==> config.mk <==
export PLATFORM = sky130hd
export DESIGN_NAME = uart_rcv
export DESIGN_NICKNAME = d
export VERILOG_FILES = /design/src/rtl/uart_pkg.sv /design/src/rtl/uart_sync2.sv /design/src/rtl/uart_rcv.sv
export SDC_FILE = /design/constraint.sdc
export NUM_CORES = 1
export LEC_CHECK = 0
export BUFFER_PORTS_ARGS = -buffer_cell sky130_fd_sc_hd__clkbuf_2
export CORE_MARGIN = 3
export CORE_UTILIZATION = 50
export CTS_CLUSTER_SIZE = 16
export DETAILED_ROUTE_END_ITERATION = 12
export GPL_TIMING_DRIVEN = 0
export PLACE_DENSITY = 0.68
export SYNTH_ARGS = -nofsm -noshare
export SYNTH_HDL_FRONTEND = slang
export SYNTH_HIERARCHICAL = 1
export SYNTH_SLANG_ARGS = --single-unit
==> constraint.sdc <==
create_clock -name clk -period 2.8 [get_ports clk]
set_input_delay 0.28 -clock clk [delete_from_list [all_inputs] [get_ports clk]]
set_output_delay 0.28 -clock clk [all_outputs]
set_load 0.01 [all_outputs]
==> src/rtl/uart_pkg.sv <==
// Purpose : shared UART definitions (receiver/transmitter state encoding, frame sizing).
// Latency : n/a (types and constants only).
// Backpressure: n/a.
// Contents: state_t (IDLE, START, DATA, PARITY, STOP), DEFAULT_BAUD_DIV, DATA_BITS.
package uart_pkg;

    localparam int DEFAULT_BAUD_DIV = 2604;  // 50 MHz / 19200 baud
    localparam int DATA_BITS        = 8;

    // PARITY is only visited when the receiver is built with UART_RCV_PARITY_EN.
    typedef enum logic [2:0] {
        IDLE   = 3'd0,
        START  = 3'd1,
        DATA   = 3'd2,
        PARITY = 3'd3,
        STOP   = 3'd4
    } state_t;

endpackage

==> src/rtl/uart_sync2.sv <==
// Purpose : two-flop synchronizer for an async input plus a falling-edge detect.
// Latency : sync_o follows async_i after 2 clk; fall_o is high the cycle sync_o first reads 0.
// Backpressure: none; free-running.
// Ports   : clk, rst (sync, active-high; flops reset to 1 = idle line),
//           async_i (raw pin), sync_o (synchronized level), fall_o (1->0 on sync_o).
module uart_sync2 (
    input  logic clk,
    input  logic rst,
    input  logic async_i,
    output logic sync_o,
    output logic fall_o
);

    logic s1_q;
    logic s2_q;
    logic s3_q;  // previous synchronized value, for edge detect

    always_ff @(posedge clk) begin
        if (rst) begin
            s1_q <= 1'b1;
            s2_q <= 1'b1;
            s3_q <= 1'b1;
        end else begin
            s1_q <= async_i;
            s2_q <= s1_q;
            s3_q <= s2_q;
        end
    end

    assign sync_o = s2_q;
    assign fall_o = s3_q & ~s2_q;

endmodule

==> src/rtl/uart_rcv.sv <==
// Purpose : 8N1 UART receiver (8E1 when UART_RCV_PARITY_EN is defined), mid-bit sampling.
// Latency : rdy/rx_data update 1 clk after the stop-bit sample (3+HALF_DIV+9*BAUD_DIV+1 clk from pin fall in 8N1).
// Backpressure: none on the line; an unacknowledged byte is overwritten and flagged by overrun.
// Ports   : clk, rst (sync, active-high), RX (async, idle high), clr_rdy (clears rdy/overrun),
//           rx_data (last good byte), rdy (sticky), framing_err (pulse), overrun (sticky),
//           parity_err (pulse; tied 0 unless UART_RCV_PARITY_EN).
// Config  : `define UART_RCV_PARITY_EN for an even-parity bit between data and stop.
module uart_rcv
    import uart_pkg::*;
#(
    parameter int BAUD_DIV = DEFAULT_BAUD_DIV
) (
    input  logic       clk,
    input  logic       rst,
    input  logic       RX,
    input  logic       clr_rdy,
    output logic [7:0] rx_data,
    output logic       rdy,
    output logic       framing_err,
    output logic       overrun,
    output logic       parity_err
);

    localparam int HALF_DIV = BAUD_DIV / 2;

    logic        rx_s;
    logic        rx_fall;

    state_t      state_q;
    logic [15:0] cnt_q;
    logic [3:0]  bit_q;
    logic [7:0]  shift_q;
    logic [7:0]  data_q;
    logic        done_q;   // good frame sampled last cycle; commit it now
    logic        rdy_q;
    logic        ovr_q;
    logic        ferr_q;
`ifdef UART_RCV_PARITY_EN
    logic        par_q;      // running XOR of data bits
    logic        par_bad_q;  // parity bit disagreed with par_q
    logic        perr_q;
`endif

    logic tick;
    assign tick = (cnt_q == 16'd0);

    uart_sync2 u_sync (
        .clk     (clk),
        .rst     (rst),
        .async_i (RX),
        .sync_o  (rx_s),
        .fall_o  (rx_fall)
    );

    always_ff @(posedge clk) begin
        if (rst) begin
            state_q   <= IDLE;
            cnt_q     <= 16'd0;
            bit_q     <= 4'd0;
            shift_q   <= 8'h00;
            data_q    <= 8'h00;
            done_q    <= 1'b0;
            rdy_q     <= 1'b0;
            ovr_q     <= 1'b0;
            ferr_q    <= 1'b0;
`ifdef UART_RCV_PARITY_EN
            par_q     <= 1'b0;
            par_bad_q <= 1'b0;
            perr_q    <= 1'b0;
`endif
        end else begin
            done_q <= 1'b0;
            ferr_q <= 1'b0;
`ifdef UART_RCV_PARITY_EN
            perr_q <= 1'b0;
`endif
            // A completing byte beats a same-cycle acknowledge.
            if (done_q) begin
                data_q <= shift_q;
                rdy_q  <= 1'b1;
                if (rdy_q) ovr_q <= 1'b1;
            end else if (clr_rdy) begin
                rdy_q <= 1'b0;
                ovr_q <= 1'b0;
            end

            if (!tick) cnt_q <= cnt_q - 16'd1;

            case (state_q)
                // The edge detector only fires on a real 1->0 transition, so a line
                // left low after a bad stop bit must go high before we re-arm.
                IDLE: begin
                    if (rx_fall) begin
                        state_q <= START;
                        cnt_q   <= 16'(HALF_DIV - 1);
                    end
                end
                START: begin
                    if (tick) begin
                        if (!rx_s) begin
                            state_q <= DATA;
                            cnt_q   <= 16'(BAUD_DIV - 1);
                            bit_q   <= 4'd0;
`ifdef UART_RCV_PARITY_EN
                            par_q   <= 1'b0;
`endif
                        end else begin
                            state_q <= IDLE;  // start-bit glitch
                        end
                    end
                end
                DATA: begin
                    if (tick) begin
                        shift_q <= {rx_s, shift_q[7:1]};  // LSB arrives first
                        cnt_q   <= 16'(BAUD_DIV - 1);
                        bit_q   <= (bit_q == 4'd8) ? 4'd8 : bit_q + 4'd1;
`ifdef UART_RCV_PARITY_EN
                        par_q   <= par_q ^ rx_s;
                        if (bit_q == 4'(DATA_BITS - 1)) state_q <= PARITY;
`else
                        if (bit_q == 4'(DATA_BITS - 1)) state_q <= STOP;
`endif
                    end
                end
`ifdef UART_RCV_PARITY_EN
                PARITY: begin
                    if (tick) begin
                        par_bad_q <= par_q ^ rx_s;
                        cnt_q     <= 16'(BAUD_DIV - 1);
                        state_q   <= STOP;
                    end
                end
`endif
                STOP: begin
                    if (tick) begin
                        state_q <= IDLE;
`ifdef UART_RCV_PARITY_EN
                        if (rx_s) begin
                            done_q <= ~par_bad_q;
                            perr_q <= par_bad_q;
                        end else begin
                            ferr_q <= 1'b1;  // framing wins over parity
                        end
`else
                        if (rx_s) done_q <= 1'b1;
                        else      ferr_q <= 1'b1;
`endif
                    end
                end
                default: state_q <= IDLE;
            endcase
        end
    end

    assign rx_data     = data_q;
    assign rdy         = rdy_q;
    assign framing_err = ferr_q;
    assign overrun     = ovr_q;
`ifdef UART_RCV_PARITY_EN
    assign parity_err  = perr_q;
`else
    assign parity_err  = 1'b0;
`endif

endmodule
==> Word-level counts from Yosys, hierarchy flattened <==
Cells that the tools add are included.
W data, S select, Z words.
{ "op_classes": {"addsub": 2, "mul": 0, "n_div": 0, "n_lt_le_gt_ge": 0, "n_eq_ne": 12, "shifts": 0, "mux": 24, "bitwise_logic": 4, "n_reduce_logical": 9} }
{ "ops": {"columns": ["operator", "count"], "rows": [
  ["$mux W16", 5],
  ["$pmux W16 S3", 1],
  ["$logic_not A16 Y1", 1],
  ["$mux W4", 4],
  ["$sub A16 B1 Y16 const B", 1],
  ["$mux W3", 5],
  ["$ne A2 B2 Y1 const B", 6],
  ["$pmux W3 S4", 1],
  ["$pmux W4 S2", 1],
  ["$mux W1", 6],
  ["$reduce_and A5 Y1", 1],
  ["$add A4 B1 Y4 const B", 1],
  ["$eq A4 B3 Y1 const B", 1],
  ["$eq A4 B4 Y1 const B", 1],
  ["$reduce_and A2 Y1", 2],
  ["$reduce_and A4 Y1", 1],
  ["$reduce_bool A2 Y1", 2],
  ["$eq A3 B1 Y1 const B", 1],
  ["$eq A3 B2 Y1 const B", 1],
  ["$eq A3 B3 Y1 const B", 1],
  ["$logic_not A3 Y1", 1],
  ["$not A1 Y1", 3],
  ["$reduce_or A3 Y1", 1],
  ["$mux W2", 1],
  ["2 further kinds", 2]
]} }
{ "word_totals": {"regBits": 46, "latch_bits": 0, "ramBits": 0, "mem_bits_ro": 0, "input_bits": 4, "output_inout_bits": 12, "elab_cells": 63, "n_memories": 0} }

==> Logic depth before layout (Yosys ltp) <==
Gate-level depths: netlist of the first run.
{ "logic_depth": {"word_depth": 5, "ltp_mapped": 11, "ltp_nobuf": 11} }

==> By module <==
Netlist of the first run, hierarchy kept.
{ "by_module_without_submodules": {"columns": ["module", "n_inst", "cells_per_inst", "area_per_inst_um2", "seq_area_each_um2"], "rows": [
  ["uart_rcv", 1, 230, 2003.2, 860.8],
  ["uart_sync2", 1, 7, 85.1, 60.1]
]} }

==> Worst setup path after synthesis of the first run <==
OpenSTA, ideal clock, no wires.
{ "synth_timing": {"path_kind": "register -> register", "start": "reg cnt_q[0]", "end": "reg cnt_q[0]", "setup_time_ns": 0.127, "arrival_ns": 1.943, "required_time_ns": 2.673, "slack_ns": 0.730, "path_stages_with_launch": 12, "path_buffers": 0, "period_less_slack_ns": 2.070, "path_cell_list": "dfxtp_1 inv_1 ha_1 nor3b_1 nand3_1 nor2_1 inv_1 ha_1 nor2_1 nor3_1 a211oi_1 o32ai_1"} }
{ "synth_between": {"elab_chain_cells": 5, "word_cells_on_any_way": 8, "classes_between": "add/sub (1); mux (6); reduce/logical (1)"} }
{ "synth_lines": {"columns": ["item", "line", "source"], "rows": [
  ["start, declared", "uart_rcv.sv:30", "logic [15:0] cnt_q;"],
  ["start signal, assigned", "uart_rcv.sv:87", "if (!tick) cnt_q <= cnt_q - 16'd1;"],
  ["start signal, assigned", "uart_rcv.sv:95", "cnt_q <= 16'(HALF_DIV - 1);"],
  ["start signal, assigned", "uart_rcv.sv:102", "cnt_q <= 16'(BAUD_DIV - 1);"],
  ["$sub A16 B1 Y16 or $logic_not A16 Y1 (tied branches)", "uart_rcv.sv:87, uart_rcv.sv:45", null],
  ["$mux W16", "uart_rcv.sv:87", null],
  ["$mux W16", "uart_rcv.sv:100", "if (!rx_s) begin"],
  ["$mux W16", "uart_rcv.sv:99", "if (tick) begin"],
  ["$pmux W16 S3 (*)", "uart_rcv.sv:89", "case (state_q)"]
]} }
Every way passes the cells marked *; elsewhere a longest branch is shown, timed or not.
A chain may end at the register's enable or synchronous reset.

==> Worst setup path in the final report of the first run <==
Same ends and word-level chain as after synthesis.

==> metrics.md, run 1 <==
| Metric | Value |
|---|---|
| Final antenna-violating net count | 0 |
| CTS sink cnt | 46 |
| Layout area overhead | 10.0% |
| RD Place Congestion | 0.791 |
| TNS Setup | 0 ps |
| Core area | 3850 sq um |
| # Post-CTS Setup Buffers | 0 |
| H-tree levels | 2 |
| DR WL/cell | between 10 and 15 microns |
| CTS tree | built |
| Synth area leaders | dfxtp_1 44%, mux2i_1 8.1%, nand2_1 3.6% |
| Grt met2 use | 24.3% |
| RSZ-0062 raised after global routing | false |
| Worst hold path class | in -> reg |
| Non-Filler Instances | around 300 |
| Critical Path Slowest Stage Cell | dfxtp_1 |
| Leakage | 0.000895 uW |
| Largest net degree at the start of global routing | 14 |
| Period utilization | 87.0% |
| Max-slew violations | 0 |
| Hold-fix buffers, CTS | 0 |
| Busiest grt layer | met1 |
| Max-Cap Viols | 0 |
| Die height | roughly 71 microns |
| Initial Util | a little over half |
| Nature of the critical path endpoint | flop |
| PwrDens | 934 nW/um^2 |
| Clk_skew | between 7 and 8 ps |
| Overall power | 2150 uW |
| Vias per std cell | 5.78 |
| Reg clk slew, reported paths | 80 ps |
| CTS Root Buffer Type | clkbuf_8 |
| Port bufs | 14 |
| CP required | around 3000 ps |
| Startpoint Class | flop |
| CTS resizes | 0 |
| Layout net count | approximately 270 |
| Initial antenna violation count | 0 |
| Die extent in x | ~71 microns |
| Post-DP HPWL | around 3000 microns |
| Sequential area share after synthesis | between 40 and 50% |
| Area of the mapped netlist | roughly 2100 sq um |
| I/O Pins | 16 |
| Row count | 22 |
| Largest area contributor in the netlist | dfxtp_1 |
| Drt initial violations | 121 |
| Max Clk Rate | 411 MHz |
| Placed insts | between 200 and 300 |
| Top-area cell type share of the netlist area | between 40% and 50% |
| Bufs on Longest Clock Path | 2 |
| Crit Path Max Fanout | 5 |
| Fin crit period | 2440 ps |
| # setup viols final | 0 |
| Met1 Resource Use GR | between 20% and 30% |
| First-pass GRT wire length | between 7000 and 8000 microns |
| Syn nets | approximately 250 |
| Max transition margin | between 40% and 50% |
| Vias post-DR | approximately 1800 |
| Layout cells sized above 1 | between 10% and 20% |
| Delay of the slowest critical-path stage | 350 ps |
| Worst hold slack | between 150 and 200 ps |
| FF+latch count, synth | 46 |
| DRC viols | 0 |
| Inserted Diodes | 0 |
| Status | finished clean |
| Critical path class | reg -> reg |
| Ys Warns | 6 |
| Worst EP arrival | 2620 ps |
| Drt first pass iters | 4 |
| Number of global-route vias before repair | about 1500 |
| Synth cell types | 45 |
| Avg Inst Size Synth | a little under 9 sq um |
| Total gr overflow | 0 |
| Gr usage total | between 15 and 20% |
| Cts bufs inserted | 5 |
| Final Hold Fails | 0 |
| Met3 usage | roughly 3.8% |
| Fin util | between 50% and 60% |
| Worst-skew pair later-pin latency | roughly 300 ps |
| Cells after Synth | between 200 and 250 |
| Die ar. | approximately 5000 sq um |
| Worst vdd ir | 0.547 mV |
| Slew @ Worst Pin | a little under 800 ps |
| Cell chain of the critical path | inv_1 > ha_1 > nor3b_1 > nand3_1 > nor2_1 > inv_1 > ha_1 > nor2_1 > nor3_1 > a211oi_1 > o32ai_1 |
| Routed WL | about 4200 microns |
-- kinds of logic after synthesis --
family,after synthesis,synth area share (%)
AND/OR/NAND/NOR,88,22.9
adder cells (fa/ha/maj),5,3.00
AO/OA/AOI/OAI,53,16.5
flip-flops,46,44.1
other,1,0.180
multiplexers,17,8.15
buffers and inverters,27,5.15
-- worst max-delay path, delay by kind of cell, from the launching register on --
| family | cells | cell delay (ps) |
|---|---|---|
| simple gates | 5 | 880 |
| flops | 1 | 350 |
| compound gates | 2 | 330 |
| buf+inv | 2 | 260 |
| fa+ha+maj | 2 | 490 |
-- flip-flops by register name (all words and copies together) (netlist names) --
name / flops
bit_q: 4
overrun: 1
framing_err: 1
u_sync/sync_o: 1
rdy: 1
u_sync/s1_q: 1
u_sync/s3_q: 1
done_q: 1
state_q: 3
cnt_q: 16
shift_q: 8
rx_data: 8
-- metal layers --
metal | wire length (microns) | up-vias | part of all wire, %
met2 | 1780 | 42 | 43
met5 | 0 | - | 0
met3 | 221 | 7 | 5.3
met1 | 2110 | 812 | 50
li1 | - | 908 | -
met4 | 64 | 0 | 1.5
-- Yosys cell counts, drive strengths merged --
cell / instances
a211o: 1
a211oi: 1
a21oi: 11
a311o: 1
a31oi: 8
and2: 4
and3: 2
buf: 2
clkbuf: 12
conb: 1
dfxtp: 46
ha: 5
inv: 13
mux2i: 17
nand2: 20
nand2b: 1
nand3: 7
nand3b: 1
nor2: 16
nor2b: 1
nor3: 7
nor3b: 3
nor4: 6
nor4b: 1
o2111ai: 3
o211ai: 4
o21ai: 13
o2bb2ai: 1
o311a: 1
o31ai: 4
o32ai: 3
o41ai: 2
or2: 4
or2b: 1
or3: 5
or3b: 1
or4: 6
or4b: 2
-- power by group --
part / leakage (uW) / total, uW / internal, uW / switching [uW]
clock: 0.0000438 / 381 / 168 / 213
sequential: 0.000374 / 869 / 753 / 116
combinational: 0.000477 / 896 / 335 / 561
-- path summary, 6_finish.rpt --
check	start	endpoint	slack [ps]	depth (start not counted)
setup / recovery	cnt_q[0]	cnt_q[0]	360	11
hold / removal	RX	u_sync/s1_q	150	2
setup reg to reg	cnt_q[0]	cnt_q[0]	360	11
hold reg to reg	u_sync/s1_q	u_sync/sync_o	410	1
-- through the flow --
stage	setup slack, ps	cell area [sq um]
floorplan	730	2090
global placement	374	2220
detailed placement	367	2220
CTS	348	2300
global route	94.1	2300
finish	365	2300
-- layout by cell type, fill, tap and decap left out, types with 7 or more instances in the layout --
cell type and instances:
mux2i_1 17, nor2_1 16, clkbuf_2 15, nand2_1 20, a21oi_1 11, dfxtp_1 46
nand3_1 7, inv_1 13, o21ai_0 12, clkbuf_1 11, a31oi_1 8
-- cell type report --
type / instances / area [sq um]
Sequential cell: 46 / 921
Tap cell: 48 / 60.1
Timing Repair Buffer: 14 / 70.1
Buffer: 14 / 58.8
Multi-Input combinational cell: 164 / 1060
Inverter: 13 / 48.8
Clock inverter: 2 / 10.0
Clock buffer: 5 / 68.8
Fill cell: 364 / 1560
Note: power is estimated with default switching activity, not from simulation.
==> run 2, diff against run 1 <==
CORE_ASPECT_RATIO = 1.25   (was unset)
==> run 2 against run 1 <==
Compared with the run above:
- combinational power is 0.8% lower
- via count is 0.34% higher
- sequential share of layout area is 0.35 points lower
- first-iteration DRC count is 6.6% lower
- highest routed layer unchanged
==> metrics.md, run 2 (synthesis results as in run 1) <==
| Metric | Value |
|---|---|
| CTS tree | built (unchanged) |
| Worst vdd ir | 0.397 mV (was 0.547 mV) |
| Layout area overhead | 11.0% (was 10.0%) |
| Worst hold path class | in -> reg (unchanged) |
| Die height | 78.3 microns (was 70.6 microns) |
| Cell chain of the critical path | nor3_1 > nand2_1 > nor2_1 > inv_1 > ha_1 > nor2_1 > nor3_1 > a211oi_1 > o32ai_1 (was inv_1 > ha_1 > nor3b_1 > nand3_1 > nor2_1 > inv_1 > ha_1 > nor2_1 > nor3_1 > a211oi_1 > o32ai_1) |
| Most flops, register | cnt_q (unchanged) |
| Number of cells on the critical path | 9 (was 11) |
| # setup viols final | 0 (unchanged) |
| Post-DP HPWL | 3130 microns (was 3010 microns) |
| RR Endpoint | cnt_q[0] (unchanged) |
| CP required | 2970 ps (was 2980 ps) |
| Initial Util | 53.4% (was 54.2%) |
| Crit Path Max Fanout | 6 (was 5) |
| First-pass GRT wire length | 7850 microns (was 7100 microns) |
| Multi-input logic area | 1060 sq um (about the same) |
| RSZ-0062 raised after global routing | false (unchanged) |
| Period utilization | 87.1% (was 87.0%) |
| Inserted Diodes | 0 (unchanged) |
| Worst reg2reg setup slack | 360 ps (about the same) |
| Startpoint Class | flop (unchanged) |
| Reg clk slew, reported paths | 90 ps (was 80 ps) |
| Number of global-route vias before repair | 1754 (was 1506) |
| Largest net degree at the start of global routing | 15 (was 14) |
| Bufs on Longest Clock Path | 2 (unchanged) |
| DRC viols | 0 (unchanged) |
| RD Place Congestion | 0.818 (was 0.791) |
| Critical path class | reg -> reg (unchanged) |
| Drt first pass iters | 4 (unchanged) |
| Delay of the slowest critical-path stage | 550 ps (was 350 ps) |
| Routed WL | 4390 microns (was 4170 microns) |
| Reg2Reg Depth | 9 (was 11) |
| Fillers | 390 (was 364) |
| CTS Root Buffer Type | clkbuf_8 (unchanged) |
| Die ar. | 4990 sq um (about the same) |
| Worst-skew pair later-pin latency | 300 ps (about the same) |
| PwrDens | 935 nW/um^2 (was 934 nW/um^2) |
| Vias post-DR | 1775 (was 1769) |
| Vias per std cell | 5.67 (was 5.78) |
| Worst Hold End | u_sync/s1_q (unchanged) |
| Layout cells sized above 1 | 11.2% (was 10.9%) |
| Critical path's top delay family | simple AND/OR/NAND/NOR gates (unchanged) |
| Layout net count | 267 (unchanged) |
| Leakage | 0.000900 uW (was 0.000895 uW) |
| Gr usage total | 19.7% (was 17.5%) |
| Total gr overflow | 0 (unchanged) |
| Max-Cap Viols | 0 (unchanged) |
| Final antenna-violating net count | 0 (unchanged) |
| Final Hold Fails | 0 (unchanged) |
| Clk_skew | 8.93 ps (was 7.43 ps) |
| Nature of the critical path endpoint | flop (unchanged) |
| Min-Delay Path Depth | 2 (unchanged) |
| Initial antenna violation count | 0 (unchanged) |
| RR Startpoint | cnt_q[8] (was cnt_q[0]) |
| Die extent in x | 63.8 microns (was 70.6 microns) |
| CTS sink cnt | 46 (unchanged) |
| Drt initial violations | 113 (was 121) |
| Status | finished clean (unchanged) |
| Max-slew violations | 0 (unchanged) |
| Cts bufs inserted | 5 (unchanged) |
| Max transition margin | 39.8% (was 46.9%) |
| Port bufs | 14 (unchanged) |
| Dpl cell area | 2230 sq um (was 2220 sq um) |
| Row count | 25 (was 22) |
| Most common cell after layout, fill and taps aside | dfxtp_1 (unchanged) |
| DR WL/cell | 14.0 microns (was 13.6 microns) |
| TNS Setup | 0 ps (unchanged) |
| Hold Crit Start | RX (unchanged) |
| Crit path from | cnt_q[8] (was cnt_q[0]) |
| Core area | 3910 sq um (was 3850 sq um) |
| I/O Pins | 16 (unchanged) |
| Max reg flops | 16 (unchanged) |
| Most frequent cells in the layout | 46 x dfxtp_1, 20 x nand2_1, 17 x mux2i_1 (unchanged) |
| Max Clk Rate | 410 MHz (was 411 MHz) |
| H-tree levels | 2 (unchanged) |
| Hold-fix buffers, CTS | 0 (unchanged) |
| Design area | 2320 sq um (was 2300 sq um) |
| Worst path buffer plus inverter count | 1 (was 2) |
| Slew @ Worst Pin | 894 ps (was 788 ps) |
| Worst EP arrival | 2610 ps (was 2620 ps) |
| Storage cell area | 921 sq um (unchanged) |
| Critical Path Slowest Stage Cell | nor3_1 (was dfxtp_1) |
| Fin crit period | 2440 ps (about the same) |
## run 2: cell count changes in the layout (fill, tap and decap cells not counted)
cell	change
clkbuf_1	+1
clkinv_2	-1
clkinv_4	+1
nor3b_1	-1
nor3b_2	+1
## run 2: worst max path at each step
stage / endpoint / slack [ps]
2_1_floorplan: cnt_q[0] / 730
5_1_grt: cnt_q[0] / 60
3_5_place_dp: cnt_q[0] / 300
4_1_cts: cnt_q[0] / 280
3_3_place_gp: cnt_q[0] / 310
6_report: cnt_q[0] / 360
## run 2: metal layers
metal	vias up	global-route usage, %	part of all wire, %
li1	905	-	-
met1	830	23.1	43
met2	33	35.3	52
met3	7	3.86	3.8
met4	0	7.13	1.3
met5	-	0	0
## run 2: timing repair
action	4_1_cts	5_1_grt
buffers inserted	0	0
endpoints found under the setup margin	0	1
hold endpoints to repair	0	0
resized for setup	0	1
## run 2: per-stage QoR
stage	hold WS, ps	cells	power (uW)	util [%]	setup slack [ps]
after global placement	388	305	1760	56.9	305
after floorplan	377	237	1540	-	730
after global routing	165	313	2340	59.3	63.7
final	164	313	2170	59.3	361
after CTS	158	313	2170	59.1	278
after detailed placement	405	305	1760	56.9	305
## run 2: final cells by class
cell class                 instances  area share (%)
clock inverter                     2           0.594
tap                               54            2.92
buffer                            14            2.54
clock buffer                       6            3.13
inverter                          13            2.11
sequential                        46            39.7
timing repair buffer              14            3.02
multi-input combinational        164            46.0
## run 2: power breakdown
part / total, uW / switching [uW] / internal, uW
Combinational: 889 / 551 / 338
Clock: 398 / 222 / 176
Sequential: 879 / 126 / 753
Total: 2170 / 899 / 1270
